`src/rtl/palindrome_job_sequencer_pkg.sv`:
```
// Shared types and constants for the palindrome job sequencer.
// Core state codes and sequencer FSM encoding.
package palindrome_job_sequencer_pkg;

    typedef enum logic [2:0] {
        ST_IDLE    = 3'd0,
        ST_START   = 3'd1,
        ST_WAIT    = 3'd2,
        ST_REPORT  = 3'd3,
        ST_RELEASE = 3'd4
    } seq_state_e;

    localparam logic [3:0] CORE_IDLE   = 4'd0;
    localparam logic [3:0] CORE_DONE_A = 4'd6;
    localparam logic [3:0] CORE_DONE_B = 4'd9;

    localparam int DEFAULT_TIMEOUT = 256;
    localparam int DEFAULT_CNT_W   = 16;

    function automatic logic is_done(
        input logic [3:0] s,
        input logic [3:0] a,
        input logic [3:0] b
    );
        return (s == a) || (s == b);
    endfunction

endpackage

```
`src/rtl/palindrome_job_sequencer_if.sv`:
```
// Number-in / verdict-out valid/ready streams of the sequencer.
// master = upstream/downstream environment, slave = sequencer.
interface palindrome_job_sequencer_if;

    logic        in_valid;
    logic        in_ready;
    logic [31:0] in_number;

    logic        out_valid;
    logic        out_ready;
    logic        out_result;
    logic [31:0] out_number;
    logic        out_error;

    modport master (
        output in_valid,
        output in_number,
        output out_ready,
        input  in_ready,
        input  out_valid,
        input  out_result,
        input  out_number,
        input  out_error
    );

    modport slave (
        input  in_valid,
        input  in_number,
        input  out_ready,
        output in_ready,
        output out_valid,
        output out_result,
        output out_number,
        output out_error
    );

endinterface

```
`src/rtl/palindrome_job_sequencer_analyzer_watchdog.sv`:
```
// Per-phase cycle watchdog shared by the analyzer sequencers.
// expired_o is high while the count sits at TIMEOUT-1.
module analyzer_watchdog #(
    parameter int TIMEOUT = 256
) (
    input  logic clk,
    input  logic rst_n,
    input  logic clear_i,
    input  logic enable_i,
    output logic expired_o
);

    localparam int W = $clog2(TIMEOUT);

    logic [W-1:0] cnt_q;
    logic [W-1:0] cnt_d;

    always_comb begin
        cnt_d = cnt_q;
        if (clear_i) begin
            cnt_d = '0;
        end else if (enable_i) begin
            cnt_d = cnt_q + 1'b1;
        end
    end

    always_ff @(posedge clk or negedge rst_n) begin
        if (!rst_n) begin
            cnt_q <= '0;
        end else begin
            cnt_q <= cnt_d;
        end
    end

    assign expired_o = (cnt_q == W'(TIMEOUT - 1));

endmodule

```
`src/rtl/palindrome_job_sequencer.sv`:
```
// Feeds numbers into the isPalindrome core and returns its verdicts,
// holding go low until the core is idle before the next launch.
module palindrome_job_sequencer
    import palindrome_job_sequencer_pkg::*;
#(
    parameter logic [3:0] DONE_STATE_A   = CORE_DONE_A,
    parameter logic [3:0] DONE_STATE_B   = CORE_DONE_B,
    parameter logic [3:0] IDLE_STATE     = CORE_IDLE,
    parameter int         TIMEOUT_CYCLES = DEFAULT_TIMEOUT,
    parameter int         CNT_W          = DEFAULT_CNT_W
) (
    input  logic                 clk,
    input  logic                 reset,
    palindrome_job_sequencer_if.slave io,
    output logic                 core_go_o,
    output logic [31:0]          core_number_o,
    input  logic [3:0]           core_state_i,
    input  logic                 core_result_i,
    output logic [CNT_W-1:0]     palin_count,
    output logic                 stuck_flag
);

    seq_state_e state_q;
    seq_state_e state_d;

    logic             go_q,     go_d;
    logic [31:0]      num_q,    num_d;
    logic             vld_q,    vld_d;
    logic             res_q,    res_d;
    logic [31:0]      onum_q,   onum_d;
    logic             err_q,    err_d;
    logic [CNT_W-1:0] cnt_q,    cnt_d;
    logic             stuck_q,  stuck_d;

    logic wd_clear;
    logic wd_enable;
    logic wd_expired;

    logic accept;
    logic core_done;
    logic core_idle;

    assign io.in_ready = (state_q == ST_IDLE) && reset;
    assign accept      = io.in_valid && io.in_ready;
    assign core_done   = is_done(core_state_i, DONE_STATE_A, DONE_STATE_B);
    assign core_idle   = (core_state_i == IDLE_STATE);

    analyzer_watchdog #(
        .TIMEOUT (TIMEOUT_CYCLES)
    ) u_wd (
        .clk       (clk),
        .rst_n     (reset),
        .clear_i   (wd_clear),
        .enable_i  (wd_enable),
        .expired_o (wd_expired)
    );

    always_ff @(posedge clk or negedge reset) begin
        if (!reset) begin
            state_q <= ST_IDLE;
        end else begin
            state_q <= state_d;
        end
    end

    always_comb begin
        state_d = state_q;
        unique case (state_q)
            ST_IDLE: begin
                if (accept) state_d = ST_START;
            end
            ST_START: begin
                state_d = ST_WAIT;
            end
            ST_WAIT: begin
                if (core_done || wd_expired) state_d = ST_REPORT;
            end
            ST_REPORT: begin
                if (io.out_ready) state_d = ST_RELEASE;
            end
            ST_RELEASE: begin
                if (core_idle || wd_expired) state_d = ST_IDLE;
            end
            default: state_d = ST_IDLE;
        endcase
    end

    always_comb begin
        go_d      = go_q;
        num_d     = num_q;
        vld_d     = vld_q;
        res_d     = res_q;
        onum_d    = onum_q;
        err_d     = err_q;
        cnt_d     = cnt_q;
        stuck_d   = stuck_q;
        wd_clear  = 1'b0;
        wd_enable = 1'b0;
        unique case (state_q)
            ST_IDLE: begin
                if (accept) begin
                    num_d  = io.in_number;
                    onum_d = io.in_number;
                end
            end
            ST_START: begin
                go_d     = 1'b1;
                wd_clear = 1'b1;
            end
            ST_WAIT: begin
                wd_enable = 1'b1;
                // A completion seen on the timeout cycle still wins.
                if (core_done) begin
                    res_d = core_result_i;
                    err_d = 1'b0;
                    go_d  = 1'b0;
                    vld_d = 1'b1;
                end else if (wd_expired) begin
                    res_d = 1'b0;
                    err_d = 1'b1;
                    go_d  = 1'b0;
                    vld_d = 1'b1;
                end
            end
            ST_REPORT: begin
                if (io.out_ready) begin
                    vld_d    = 1'b0;
                    wd_clear = 1'b1;
                    if (res_q && !err_q && !(&cnt_q)) begin
                        cnt_d = cnt_q + 1'b1;
                    end
                end
            end
            ST_RELEASE: begin
                go_d = 1'b0;
                if (!core_idle) begin
                    if (wd_expired) begin
                        stuck_d = 1'b1;
                    end else begin
                        wd_enable = 1'b1;
                    end
                end
            end
            default: begin
                go_d = 1'b0;
            end
        endcase
    end

    always_ff @(posedge clk or negedge reset) begin
        if (!reset) begin
            go_q    <= 1'b0;
            num_q   <= '0;
            vld_q   <= 1'b0;
            res_q   <= 1'b0;
            onum_q  <= '0;
            err_q   <= 1'b0;
            cnt_q   <= '0;
            stuck_q <= 1'b0;
        end else begin
            go_q    <= go_d;
            num_q   <= num_d;
            vld_q   <= vld_d;
            res_q   <= res_d;
            onum_q  <= onum_d;
            err_q   <= err_d;
            cnt_q   <= cnt_d;
            stuck_q <= stuck_d;
        end
    end

    assign core_go_o     = go_q;
    assign core_number_o = num_q;
    assign io.out_valid  = vld_q;
    assign io.out_result = res_q;
    assign io.out_number = onum_q;
    assign io.out_error  = err_q;
    assign palin_count   = cnt_q;
    assign stuck_flag    = stuck_q;

endmodule
```
`src/flat_wrapper.sv`:
```
// flat-port wrapper written by rule: the top's interface ports become plain ports
module palindrome_job_sequencer_flat import palindrome_job_sequencer_pkg::*;
#(
    parameter logic [3:0] DONE_STATE_A   = CORE_DONE_A,
    parameter logic [3:0] DONE_STATE_B   = CORE_DONE_B,
    parameter logic [3:0] IDLE_STATE     = CORE_IDLE,
    parameter int         TIMEOUT_CYCLES = DEFAULT_TIMEOUT,
    parameter int         CNT_W          = DEFAULT_CNT_W
)
  (clk, reset, core_go_o, core_number_o, core_state_i, core_result_i, palin_count, stuck_flag, io_in_valid, io_in_number, io_out_ready, io_in_ready, io_out_valid, io_out_result, io_out_number, io_out_error);
  palindrome_job_sequencer_if io_i ();
  input  logic clk;
  input  logic reset;
  output logic core_go_o;
  output logic [31:0] core_number_o;
  input  logic [3:0] core_state_i;
  input  logic core_result_i;
  output logic [CNT_W-1:0] palin_count;
  output logic stuck_flag;
  input wire logic [$bits(io_i.in_valid)-1:0] io_in_valid;
  input wire logic [$bits(io_i.in_number)-1:0] io_in_number;
  input wire logic [$bits(io_i.out_ready)-1:0] io_out_ready;
  output wire logic [$bits(io_i.in_ready)-1:0] io_in_ready;
  output wire logic [$bits(io_i.out_valid)-1:0] io_out_valid;
  output wire logic [$bits(io_i.out_result)-1:0] io_out_result;
  output wire logic [$bits(io_i.out_number)-1:0] io_out_number;
  output wire logic [$bits(io_i.out_error)-1:0] io_out_error;
  assign io_i.in_valid = io_in_valid;
  assign io_i.in_number = io_in_number;
  assign io_i.out_ready = io_out_ready;
  assign io_in_ready = io_i.in_ready;
  assign io_out_valid = io_i.out_valid;
  assign io_out_result = io_i.out_result;
  assign io_out_number = io_i.out_number;
  assign io_out_error = io_i.out_error;
  palindrome_job_sequencer #(.DONE_STATE_A(DONE_STATE_A), .DONE_STATE_B(DONE_STATE_B), .IDLE_STATE(IDLE_STATE), .TIMEOUT_CYCLES(TIMEOUT_CYCLES), .CNT_W(CNT_W)) u_core (.clk(clk), .reset(reset), .io(io_i), .core_go_o(core_go_o), .core_number_o(core_number_o), .core_state_i(core_state_i), .core_result_i(core_result_i), .palin_count(palin_count), .stuck_flag(stuck_flag));
endmodule
```
`config.mk`:
```
export PLATFORM = sky130hd
export DESIGN_NAME = palindrome_job_sequencer_flat
export DESIGN_NICKNAME = d
export VERILOG_FILES = /design/src/rtl/palindrome_job_sequencer_pkg.sv /design/src/rtl/palindrome_job_sequencer_if.sv /design/src/rtl/palindrome_job_sequencer_analyzer_watchdog.sv /design/src/rtl/palindrome_job_sequencer.sv /design/src/flat_wrapper.sv
export SDC_FILE = /design/constraint.sdc
export NUM_CORES = 1
export LEC_CHECK = 0
export CAP_MARGIN = 20
export CORE_ASPECT_RATIO = 1.4
export CORE_MARGIN = 2
export CORE_UTILIZATION = 39
export DETAILED_ROUTE_END_ITERATION = 8
export GPL_TIMING_DRIVEN = 0
export PLACE_DENSITY = 0.77
export SLEW_MARGIN = 10
export SYNTH_ARGS = -nofsm -noshare
export SYNTH_HDL_FRONTEND = slang
export SYNTH_HIERARCHICAL = 1
export SYNTH_SLANG_ARGS = --single-unit
```
`constraint.sdc`:
```
create_clock -name clk -period 2.1 [get_ports clk]
set_clock_uncertainty 0.1 [all_clocks]
set_input_delay 0.315 -clock clk [delete_from_list [all_inputs] [get_ports clk]]
set_output_delay 0.315 -clock clk [all_outputs]
set_load 0.05 [all_outputs]
```
==> results of run 1 <==
-- cell families after synthesis --
kind of cell               after synthesis  share of synthesized area (%)
AOI/OAI and AO/OA                       23                           4.71
xor gates and xnor gates                15                           4.23
adders and majority gates                2                          0.806
buffers and inverters                   42                           9.91
DFF                                     64                           51.6
muxes                                   36                           13.1
and+or+nand+nor                         77                           15.6
-- power by group through the flow --
stage          registers [µW]  logic [µW]  clock network [µW]
6_report                 2030        5260                1110
5_1_grt                  2100        5480                1210
4_1_cts                  2030        5220                1150
3_5_place_dp             2060        5150                   0
3_3_place_gp             2040        5070                   0
2_1_floorplan            3270        2270                   0
-- Yosys cell counts (2+ instances only) --
master	number	share of area, %
sky130_fd_sc_hd__and3_1	5	1.0
sky130_fd_sc_hd__nand3_1	6	0.97
sky130_fd_sc_hd__mux2_1	34	12
sky130_fd_sc_hd__a31oi_1	5	1.0
sky130_fd_sc_hd__nor2_1	17	2.1
sky130_fd_sc_hd__nand4_1	5	1.0
sky130_fd_sc_hd__nor3_1	10	1.6
sky130_fd_sc_hd__nor4b_2	3	1.5
sky130_fd_sc_hd__buf_6	3	1.1
sky130_fd_sc_hd__nand2_1	12	1.5
sky130_fd_sc_hd__xor2_1	14	3.9
sky130_fd_sc_hd__ha_1	2	0.81
sky130_fd_sc_hd__nand2b_1	2	0.40
sky130_fd_sc_hd__nand2_2	2	0.40
sky130_fd_sc_hd__inv_1	4	0.48
sky130_fd_sc_hd__or3_1	3	0.60
sky130_fd_sc_hd__a21oi_1	7	1.1
sky130_fd_sc_hd__buf_4	34	8.2
sky130_fd_sc_hd__o21ai_0	4	0.64
sky130_fd_sc_hd__nor4_2	2	0.81
sky130_fd_sc_hd__dfrtp_1	64	52
-- final timing paths --
kind | to | slack, ns
hold / removal | u_core/stuck_flag$_DFFE_PN0P_ | 0.38
hold reg to reg | u_core/stuck_flag$_DFFE_PN0P_ | 0.38
max in group asynchronous | u_core/io.out_number[6]$_DFFE_PN0P_ | 0.65
setup reg to reg | u_core/u_wd/cnt_q[5]$_DFFE_PN0P_ | 0.02
setup / recovery | u_core/u_wd/cnt_q[5]$_DFFE_PN0P_ | 0.02
min in group asynchronous | u_core/state_q[1]$_DFFE_PN0P_ | 0.50
-- what timing repair did --
item	in CTS	in global routing
pin swaps	0	7
hold buffers	5	0
hold endpoints to repair	27	0
endpoints found under the setup margin	5	14
setup buffers	2	6
cloned	0	0
gates resized for setup	7	16
-- state kept, by name, summed over array words and instances, names as in the netlist, 3 cells and up --
name and cells:
u_core/state_q 3, u_core/palin_count 16, u_core/u_wd/cnt_q 8, u_core/io.out_number 32
-- critical path, stage by stage, from the launching register on --
cell                      delay [ns]
sky130_fd_sc_hd__dfrtp_1        0.39
sky130_fd_sc_hd__ha_2           0.21
sky130_fd_sc_hd__nand3_2        0.10
sky130_fd_sc_hd__nor2_4         0.05
sky130_fd_sc_hd__nor2_2         0.10
sky130_fd_sc_hd__nand2_1        0.06
sky130_fd_sc_hd__a21oi_1        0.14
sky130_fd_sc_hd__buf_4          0.17
sky130_fd_sc_hd__nand4_4        0.13
sky130_fd_sc_hd__or3_1          0.42
sky130_fd_sc_hd__a21oi_2        0.15
-- metrics by stage --
stage / utilization (%) / std cells
finish: 63.3 / 515
global route: 63.3 / 515
CTS: 62.1 / 509
detailed placement: 58.2 / 486
global placement: 58.0 / 485
floorplan: - / 259
-- routing by layer --
metal,up-vias,GRT usage (%)
li1,1190,-
met1,1224,20.6
met2,121,30.8
met3,17,4.19
met4,0,6.65
met5,-,0
-- cell type report --
cell class	instances	area [µm²]
multi-input combinational	153	1230
buffer	38	293
timing repair buffer	140	1430
tap	100	125
sequential	64	1600
clock inverter	6	72.6
clock buffer	10	138
fill	626	2840
inverter	4	15.0
-- cell usage in the layout, fill, tap and decap left out, types with 2 or more instances in the layout --
| cell | synthesis | final |
|---|---|---|
| sky130_fd_sc_hd__mux2_1 | 34 | 34 |
| sky130_fd_sc_hd__nand2_1 | 12 | 12 |
| sky130_fd_sc_hd__o21ai_0 | 4 | 4 |
| sky130_fd_sc_hd__nor4_2 | 2 | 2 |
| sky130_fd_sc_hd__nand2_2 | 2 | 2 |
| sky130_fd_sc_hd__nand4_1 | 5 | 5 |
| sky130_fd_sc_hd__nor3_1 | 10 | 10 |
| sky130_fd_sc_hd__nand3_1 | 6 | 5 |
| sky130_fd_sc_hd__nor4b_2 | 3 | 3 |
| sky130_fd_sc_hd__a21oi_1 | 7 | 5 |
| sky130_fd_sc_hd__inv_6 | 0 | 4 |
| sky130_fd_sc_hd__nor2_2 | 1 | 3 |
| sky130_fd_sc_hd__clkbuf_8 | 0 | 10 |
| sky130_fd_sc_hd__nand2b_1 | 2 | 2 |
| sky130_fd_sc_hd__and3_1 | 5 | 5 |
| sky130_fd_sc_hd__or3_1 | 3 | 3 |
| sky130_fd_sc_hd__buf_6 | 3 | 3 |
| sky130_fd_sc_hd__dlymetal6s2s_1 | 0 | 7 |
| sky130_fd_sc_hd__a21oi_2 | 0 | 2 |
| sky130_fd_sc_hd__xor2_1 | 14 | 14 |
| sky130_fd_sc_hd__buf_12 | 0 | 4 |
| sky130_fd_sc_hd__dlygate4sd3_1 | 0 | 2 |
| sky130_fd_sc_hd__dfrtp_1 | 64 | 64 |
| sky130_fd_sc_hd__buf_4 | 34 | 43 |
| sky130_fd_sc_hd__nor2_1 | 17 | 14 |
| sky130_fd_sc_hd__inv_1 | 4 | 4 |
| sky130_fd_sc_hd__clkdlybuf4s50_1 | 0 | 116 |
| sky130_fd_sc_hd__a31oi_1 | 5 | 5 |
==> flow_summary.json, run 1 <==
{
  "overflow_after_grt": 0,
  "die-width_um": 79.4,
  "htree_num_levels": 3,
  "yosys_warnings": 6,
  "cp_max_fo": 6,
  "min_from": "u_core/stuck_flag$_DFFE_PN0P_",
  "area_overhead_of_the_layout_relative_to_synthesis_pct": 58.1,
  "drt_first_pass_iters": 4,
  "cellLeakagePower_uw": 0.00227,
  "floorplan.core_area_um2": 7750,
  "layout.cell_area.non_filler_um2": 4910,
  "timing.hold.ws_ns": 0.382,
  "reg2regPathDepth": 10,
  "ys_types": 42,
  "mappedNetlistArea_um2": 3110,
  "ant_nets_after_route": 0,
  "share_comb_of_total_power_pct": 62.7,
  "hp-class": "reg -> reg",
  "worstPathArrival_ns": 2.24,
  "antenna-diode-count": 0,
  "critPathKind": "reg -> reg",
  "grt_antenna_before_repair": 0,
  "placedInstanceArea_um2": 4510,
  "finalWorstSetupSlack_ns": 0.0190,
  "timing.final.hold_violations": 0,
  "period_minus_slack_ns": 2.08,
  "switching_share_pct": 49.2,
  "boundaryPins": 127,
  "grt_pass1_wl_mm": 11.8,
  "drc_errors": 0,
  "cts.root.buffer_cell": "sky130_fd_sc_hd__clkbuf_8",
  "ys_ff_latch": 64,
  "gp_routability_congestion": 0.791,
  "floorplan_die_area_um2": 8700,
  "ys_async_sr_fraction_pct": 100,
  "clkPwrFrac_pct": 13.2,
  "synth_enable_flop_cells": 0,
  "cts_sinks": 64,
  "setup-violations-final": 0,
  "power.share.sequential_pct": 24.1,
  "worst-slew-pin-transition_ns": 0.661,
  "dr.max_layer_used": "met4",
  "timing.critical_path.to_type": "register",
  "post-place-ws_ns": -0.396,
  "dp.final_hpwl_mm": 5.45,
  "max_cap_violations": 0,
  "rr_startpoint": "u_core/u_wd/cnt_q[1]$_DFFE_PN0P_",
  "mappedNetlistNets": 302,
  "worstSetupStartpointType": "register",
  "detailroute.via_count": 2552,
  "placementRows": 38,
  "dieHeight_um": 110,
  "drive_above_1_share_pct": 21.4,
  "crit_start": "u_core/u_wd/cnt_q[1]$_DFFE_PN0P_",
  "wire_length_on_met3_um": 446,
  "synth_area_per_cell_um2": 12.0,
  "achievable-frequency_ghz": 0.481,
  "clkLatencyLatePin_ns": 0.34,
  "power_spent_charging_and_discharging_nets_uw": 4130,
  "cts_buffer_depth": 2,
  "synth.yosys.seq_area_share_pct": 51.6,
  "ir_worst_vdd_uv": 1140,
  "ys.flop_type": "sky130_fd_sc_hd__dfrtp_1",
  "finalCritPeriodShare_pct": 99.1,
  "global_route_usage_over_all_layers_pct": 17.5,
  "internal_power_uw": 4260,
  "io_buffers": 126,
  "grt_max_degree": 38,
  "report.final.slew_viol_count": 0,
  "cellPowerDensity_nw_per_um2": 1710,
  "tritoncts.num_buffers": 9,
  "setup_total_negative_slack_ns": 0,
  "outcome": "completed",
  "dr.first_iter.drc_count": 63,
  "wl_met1_mm": 2.98,
  "clk_pin_slew_worst_paths_ns": 0.07,
  "min_path_cells": 1,
  "tritoncts": "built",
  "initial_core_util_pct": 40.1,
  "post_synth_inst_count": 259,
  "max_slew_margin_vs_limit_pct": 55.6,
  "first_global_vias": 2500,
  "detail_route.wl_per_cell_um": 14.7,
  "wirelength_mm": 7.57,
  "wl_met2_mm": 3.96,
  "via_per_inst": 4.96,
  "fin_nets": 453,
  "worstPathRequired_ns": 2.26,
  "total_power_uw": 8400
}
No activity file was read; power rests on OpenSTA's default activity.
==> run 2: changes to the inputs <==
ABC_CLOCK_PERIOD_IN_PS = 2100   (was unset)
CORE_UTILIZATION = 40   (was 39)
CTS_BUF_LIST = sky130_fd_sc_hd__clkbuf_8   (was unset)
PLACE_DENSITY = 0.78   (was 0.77)
==> run 2 against run 1 <==
- the flow now finishes with violations (negative hold slack)
- first-iteration DRC count up 16%
- global-route usage about the same
- sequential power about the same
- final cell count down 0.78%
- register-to-register slack better by 0.06 ns
- maximum frequency up 2.0%
- critical endpoint is now io_out_number[27]
- largest power group unchanged
- highest routed layer unchanged
==> flow_summary.json, run 2 (synthesis results as in run 1) <==
{
  "outcome": "finished with violations",
  "failing_checks": "negative hold slack",
  "clkLatencyLatePin_ns": 0.33,
  "mostFrequentLayoutCells": "117 x sky130_fd_sc_hd__clkdlybuf4s50_1, 63 x sky130_fd_sc_hd__dfrtp_1, 44 x sky130_fd_sc_hd__buf_4",
  "wirelength_mm": 7.20,
  "finalWorstSetupSlack_ns": 0.0596,
  "achievable-frequency_ghz": 0.490,
  "htree_num_levels": 3,
  "post-route-util_pct": 63.3,
  "worstSetupStartpointType": "register",
  "placementRows": 38,
  "cts_sinks": 64,
  "worstPathArrival_ns": 1.63,
  "ant_nets_after_route": 0,
  "overflow_after_grt": 0,
  "dieHeight_um": 108,
  "timing.hold.ws_ns": -0.134,
  "path_buf_inv": 2,
  "initial_core_util_pct": 40.6,
  "report.final.slew_viol_count": 0,
  "cellPowerDensity_nw_per_um2": 1750,
  "area_overhead_of_the_layout_relative_to_synthesis_pct": 56.1,
  "crit_start": "u_core/io.out_number[27]$_DFFE_PN0P_",
  "global_route_usage_over_all_layers_pct": 17.5,
  "setup-violations-final": 0,
  "cp_max_fo": 3,
  "cts.root.buffer_cell": "sky130_fd_sc_hd__clkbuf_8",
  "largest_register_ff_count": 32,
  "grt_max_degree": 66,
  "drc_errors": 0,
  "cts_buffer_depth": 2,
  "period_minus_slack_ns": 2.04,
  "slowest_delay_ns": 0.78,
  "fin_nets": 449,
  "boundaryPins": 127,
  "placedInstanceArea_um2": 4520,
  "floorplan_die_area_um2": 8490,
  "crit_path_top_delay_cell": "sky130_fd_sc_hd__clkdlybuf4s50_1",
  "floorplan.core_area_um2": 7650,
  "timing.critical_path.to_type": "output port",
  "dr.first_iter.drc_count": 73,
  "drive_above_1_share_pct": 20.4,
  "tritoncts.num_buffers": 9,
  "mostFrequentLayoutCell": "sky130_fd_sc_hd__clkdlybuf4s50_1",
  "tritoncts": "built",
  "hp-class": "in -> async",
  "first_global_vias": 2399,
  "io_buffers": 126,
  "drt_first_pass_iters": 4,
  "dp.final_hpwl_mm": 5.12,
  "critPathKind": "reg -> out",
  "die-width_um": 78.5,
  "cellLeakagePower_uw": 0.00224,
  "grt_antenna_before_repair": 0,
  "post-place-ws_ns": -0.189,
  "setup.reg_to_reg.worst_slack_ns": 0.08,
  "detail_route.wl_per_cell_um": 14.1,
  "worstPathRequired_ns": 1.68,
  "worst-slew-pin-transition_ns": 0.580,
  "ir_worst_vdd_uv": 1230,
  "antenna-diode-count": 0,
  "setup_total_negative_slack_ns": 0,
  "layout.cell_area.non_filler_um2": 4850,
  "clk_pin_slew_worst_paths_ns": 0.08,
  "timing.final.hold_violations": 64,
  "crit_chain": "buf_4 -> clkdlybuf4s50_1",
  "max_cap_violations": 0,
  "via_per_inst": 4.86,
  "max_slew_margin_vs_limit_pct": 61.0,
  "grt_pass1_wl_mm": 11.6,
  "detailroute.via_count": 2486,
  "gp_routability_congestion": 0.778,
  "rr_startpoint": "u_core/u_wd/cnt_q[1]$_DFFE_PN0P_",
  "finalCritPeriodShare_pct": 97.2,
  "critical_path.top_delay_family": "buffers and inverters"
}
-- run 2: changes by cell type in the layout (fill, tap and decap cells not counted), sizes merged --
| cell | change |
|---|---|
| clkinv | +2 |
| bufinv | +1 |
| clkdlybuf4s50 | +1 |
| buf | -2 |
| clkinvlp | +1 |
| dlygate4sd2 | -1 |
| inv | -4 |
| dlygate4sd3 | -2 |
-- run 2: final timing paths --
| kind | end | cells after the start |
|---|---|---|
| max in group asynchronous | u_core/state_q[1]$_DFFE_PN0P_ | 2 |
| worst max-delay path | io_out_number[27] | 2 |
| worst min register to register | u_core/stuck_flag$_DFFE_PN0P_ | 1 |
| worst max register to register | u_core/u_wd/cnt_q[7]$_DFFE_PN0P_ | 10 |
| worst min-delay path | u_core/palin_count[15]$_DFFE_PN0P_ | 2 |
| min in group clk | u_core/stuck_flag$_DFFE_PN0P_ | 1 |
-- run 2: metrics by stage --
stage	hold slack (ns)	total power (µW)	instances
after floorplan	-0.0806	5540	259
after global placement	0.376	7110	485
after detailed placement	0.244	7200	486
after CTS	-0.127	8450	504
after global routing	-0.133	8850	511
final	-0.134	8480	511
-- run 2: timing repair --
item,CTS,global route
endpoints found under the setup margin,4,11
setup buffers,2,7
pin swaps,0,7
hold endpoints to repair,64,64
gates resized for setup,6,12
-- run 2: worst reg2reg max path, cell delays in order (launching register included) --
cell,delay [ns]
sky130_fd_sc_hd__dfrtp_1,0.39
sky130_fd_sc_hd__ha_2,0.21
sky130_fd_sc_hd__nand3_2,0.08
sky130_fd_sc_hd__nor2_2,0.06
sky130_fd_sc_hd__nor2_1,0.12
sky130_fd_sc_hd__nand2_1,0.07
sky130_fd_sc_hd__a21oi_1,0.13
sky130_fd_sc_hd__buf_4,0.16
sky130_fd_sc_hd__nand4_4,0.11
sky130_fd_sc_hd__or3_1,0.40
sky130_fd_sc_hd__a21oi_1,0.12
-- run 2: cell type report --
type | instances | area [µm²]
Buffer | 38 | 293
Clock buffer | 10 | 138
Clock inverter | 6 | 92.6
Fill cell | 615 | 2810
Inverter | 4 | 15.0
Multi-Input combinational cell | 153 | 1220
Sequential cell | 64 | 1600
Tap cell | 100 | 125
Timing Repair Buffer | 136 | 1370
-- run 2: power breakdown --
group          total [µW]  internal [µW]  switching (µW)
Clock                1210            704             504
Combinational        5240           2010            3230
Sequential           2030           1660             374
Total                8480           4370            4110
-- run 2: routing by layer --
| metal | track usage, % | vias to the layer above | part of all wire [%] |
|---|---|---|---|
| met1 | 21.0 | 1194 | 40 |
| li1 | - | 1181 | - |
| met5 | 0 | - | 0 |
| met2 | 30.4 | 102 | 53 |
| met4 | 5.64 | 0 | 1.1 |
| met3 | 4.92 | 9 | 6.1 |
==> run 3: changes to the inputs <==
CELL_PAD_IN_SITES_DETAIL_PLACEMENT = 2   (was unset)
CELL_PAD_IN_SITES_GLOBAL_PLACEMENT = 2   (was unset)
CORE_UTILIZATION = 25   (was 40)
PLACE_DENSITY = 0.79   (was 0.78)
SLEW_MARGIN = unset   (was 10)
==> run 3 against run 2 <==
- routed wire length is 37% higher
- flip-flop and latch count unchanged
- combinational power increased by 2%
- highest routed layer unchanged
- the run still ends with negative hold slack left
- sequential power rose by 2%
- critical path depth is 8 higher
- largest cell class unchanged
==> flow_summary.json, run 3 (synthesis results as in run 1) <==
{
  "power_spent_charging_and_discharging_nets_uw": 4240,
  "cp_max_fo": 5,
  "timing.final.hold_violations": 64,
  "boundaryPins": 127,
  "tritoncts": "built",
  "total_power_uw": 8560,
  "largest_register_ff_count": 32,
  "reg2regPathDepth": 10,
  "worstPathRequired_ns": 2.27,
  "mostFrequentLayoutCells": "93 x sky130_fd_sc_hd__clkdlybuf4s50_1, 63 x sky130_fd_sc_hd__dfrtp_1, 48 x sky130_fd_sc_hd__buf_4",
  "critPathKind": "reg -> reg",
  "global_route_usage_over_all_layers_pct": 14.8,
  "dr.first_iter.drc_count": 16,
  "cellLeakagePower_uw": 0.00248,
  "clkLatencyLatePin_ns": 0.34,
  "dp.final_hpwl_mm": 7.21,
  "share_comb_of_total_power_pct": 62.8,
  "hp-class": "in -> async",
  "fillCellCount": 1292,
  "grt_max_degree": 66,
  "failing_checks": "negative hold slack",
  "cts.root.buffer_cell": "sky130_fd_sc_hd__clkbuf_8",
  "worstPathArrival_ns": 2.21,
  "outcome": "finished with violations",
  "worst-slew-pin-transition_ns": 0.645,
  "overflow_after_grt": 0,
  "max_cap_violations": 0,
  "first_global_vias": 2908,
  "rsz_0062_raised_after_global_routing": "yes",
  "drive_above_1_share_pct": 23.1,
  "gp_routability_congestion": 0.779,
  "achievable-frequency_ghz": 0.489,
  "mostFrequentLayoutCell": "sky130_fd_sc_hd__clkdlybuf4s50_1",
  "cellPowerDensity_nw_per_um2": 1710,
  "rr_startpoint": "u_core/u_wd/cnt_q[0]$_DFFE_PN0P_",
  "setup-violations-final": 0,
  "grt_antenna_before_repair": 0,
  "via_per_inst": 4.57,
  "dieHeight_um": 136,
  "clk_pin_slew_worst_paths_ns": 0.07,
  "power.share.sequential_pct": 24.2,
  "period_minus_slack_ns": 2.04,
  "cts_buffer_depth": 2,
  "detailroute.via_count": 2581,
  "timing.hold.ws_ns": -0.129,
  "capture_point_of_the_worst_reg_to_reg_path": "u_core/u_wd/cnt_q[5]$_DFFE_PN0P_",
  "io_buffers": 126,
  "finalCritPeriodShare_pct": 97.3,
  "drc_errors": 0,
  "ir_worst_vdd_uv": 662,
  "setup.reg_to_reg.worst_slack_ns": 0.06,
  "area_overhead_of_the_layout_relative_to_synthesis_pct": 61.4,
  "ant_nets_after_route": 0,
  "post-route-util_pct": 40.9,
  "drt_first_pass_iters": 3,
  "placementRows": 48,
  "grt_pass1_wl_mm": 15.3,
  "htree_num_levels": 3,
  "report.final.slew_viol_count": 0,
  "tritoncts.num_buffers": 9,
  "initial_core_util_pct": 25.3,
  "internal_power_uw": 4320,
  "cts_sinks": 64,
  "detail_route.wl_per_cell_um": 17.5,
  "switching_share_pct": 49.5,
  "floorplan.core_area_um2": 12300,
  "worstSetupStartpointType": "register",
  "clkPwrFrac_pct": 13.0,
  "fin_nets": 454,
  "antenna-diode-count": 0,
  "wirelength_mm": 9.89,
  "die-width_um": 98.2,
  "timing.critical_path.to_type": "register",
  "floorplan_die_area_um2": 13300,
  "max_slew_margin_vs_limit_pct": 56.7
}
## run 3: cell type report
| cell class | instances | area, µm² | share of cell area, % |
|---|---|---|---|
| clock buffers | 12 | 165 | 3.29 |
| inverters | 4 | 15.0 | 0.299 |
| plain buffers | 38 | 297 | 5.91 |
| well taps | 150 | 188 | 3.74 |
| flip-flops and latches | 64 | 1600 | 32.0 |
| multi-input cells | 153 | 1270 | 25.4 |
| repair buffers | 141 | 1430 | 28.5 |
| clock inverters | 3 | 40.0 | 0.799 |
## run 3: repair_timing
action | in CTS | in global routing
gates resized for setup | 16 | 41
pin swaps | 5 | 8
endpoints found under the hold margin | 64 | 64
buffers inserted | 10 | 5
endpoints found under the setup margin | 9 | 41
## run 3: through the flow
stage / worst slack [ns] / instances / TNS, ns / cell area [µm²]
floorplan: 0.00833 / 259 / 0 / 3110
global placement: -2.73 / 535 / -190.46 / 4550
detailed placement: -0.549 / 535 / -7.85 / 4550
CTS: 0.000475 / 560 / 0 / 4840
global route: -0.0639 / 565 / -0.0758 / 5010
finish: 0.0560 / 565 / 0 / 5010
## run 3: worst max-delay path by stage
stage | cells past startpoint | slack [ns] | start | to
floorplan | 5 | 0.008 | u_core/palin_count[0]$_DFFE_PN0P_ | u_core/palin_count[1]$_DFFE_PN0P_
global placement | 3 | -2.73 | reset | io_in_ready
detailed placement | 3 | -0.55 | reset | io_in_ready
CTS | 2 | 0.0005 | u_core/io.out_number[3]$_DFFE_PN0P_ | io_out_number[3]
global route | 10 | -0.06 | u_core/u_wd/cnt_q[0]$_DFFE_PN0P_ | u_core/u_wd/cnt_q[5]$_DFFE_PN0P_
finish | 10 | 0.06 | u_core/u_wd/cnt_q[0]$_DFFE_PN0P_ | u_core/u_wd/cnt_q[5]$_DFFE_PN0P_
## run 3: per-layer routing
| layer | track usage (%) | vias to the layer above | wire length (µm) |
|---|---|---|---|
| met1 | 15.4 | 1314 | 3550 |
| met2 | 28.5 | 71 | 5760 |
| met4 | 5.25 | 0 | 151 |
| met3 | 3.55 | 12 | 431 |
| li1 | - | 1184 | - |
| met5 | 0 | - | 0 |
## run 3: critical path: stages (launching register included)
cell	delay, ns
sky130_fd_sc_hd__dfrtp_1	0.39
sky130_fd_sc_hd__ha_2	0.22
sky130_fd_sc_hd__nand3_4	0.09
sky130_fd_sc_hd__nor2_4	0.06
sky130_fd_sc_hd__nor2_4	0.13
sky130_fd_sc_hd__nand2_2	0.07
sky130_fd_sc_hd__a21oi_2	0.16
sky130_fd_sc_hd__buf_6	0.13
sky130_fd_sc_hd__nand4_4	0.12
sky130_fd_sc_hd__or3_4	0.36
sky130_fd_sc_hd__a21oi_2	0.14
## run 3: power by group through the flow
stage	Clock, µW	Sequential, µW	Combinational [µW]
floorplan	0	3270	2270
finish	1110	2070	5370
global placement	0	2060	5120
CTS	1160	2080	5370
global route	1220	2150	5610
detailed placement	0	2110	5240
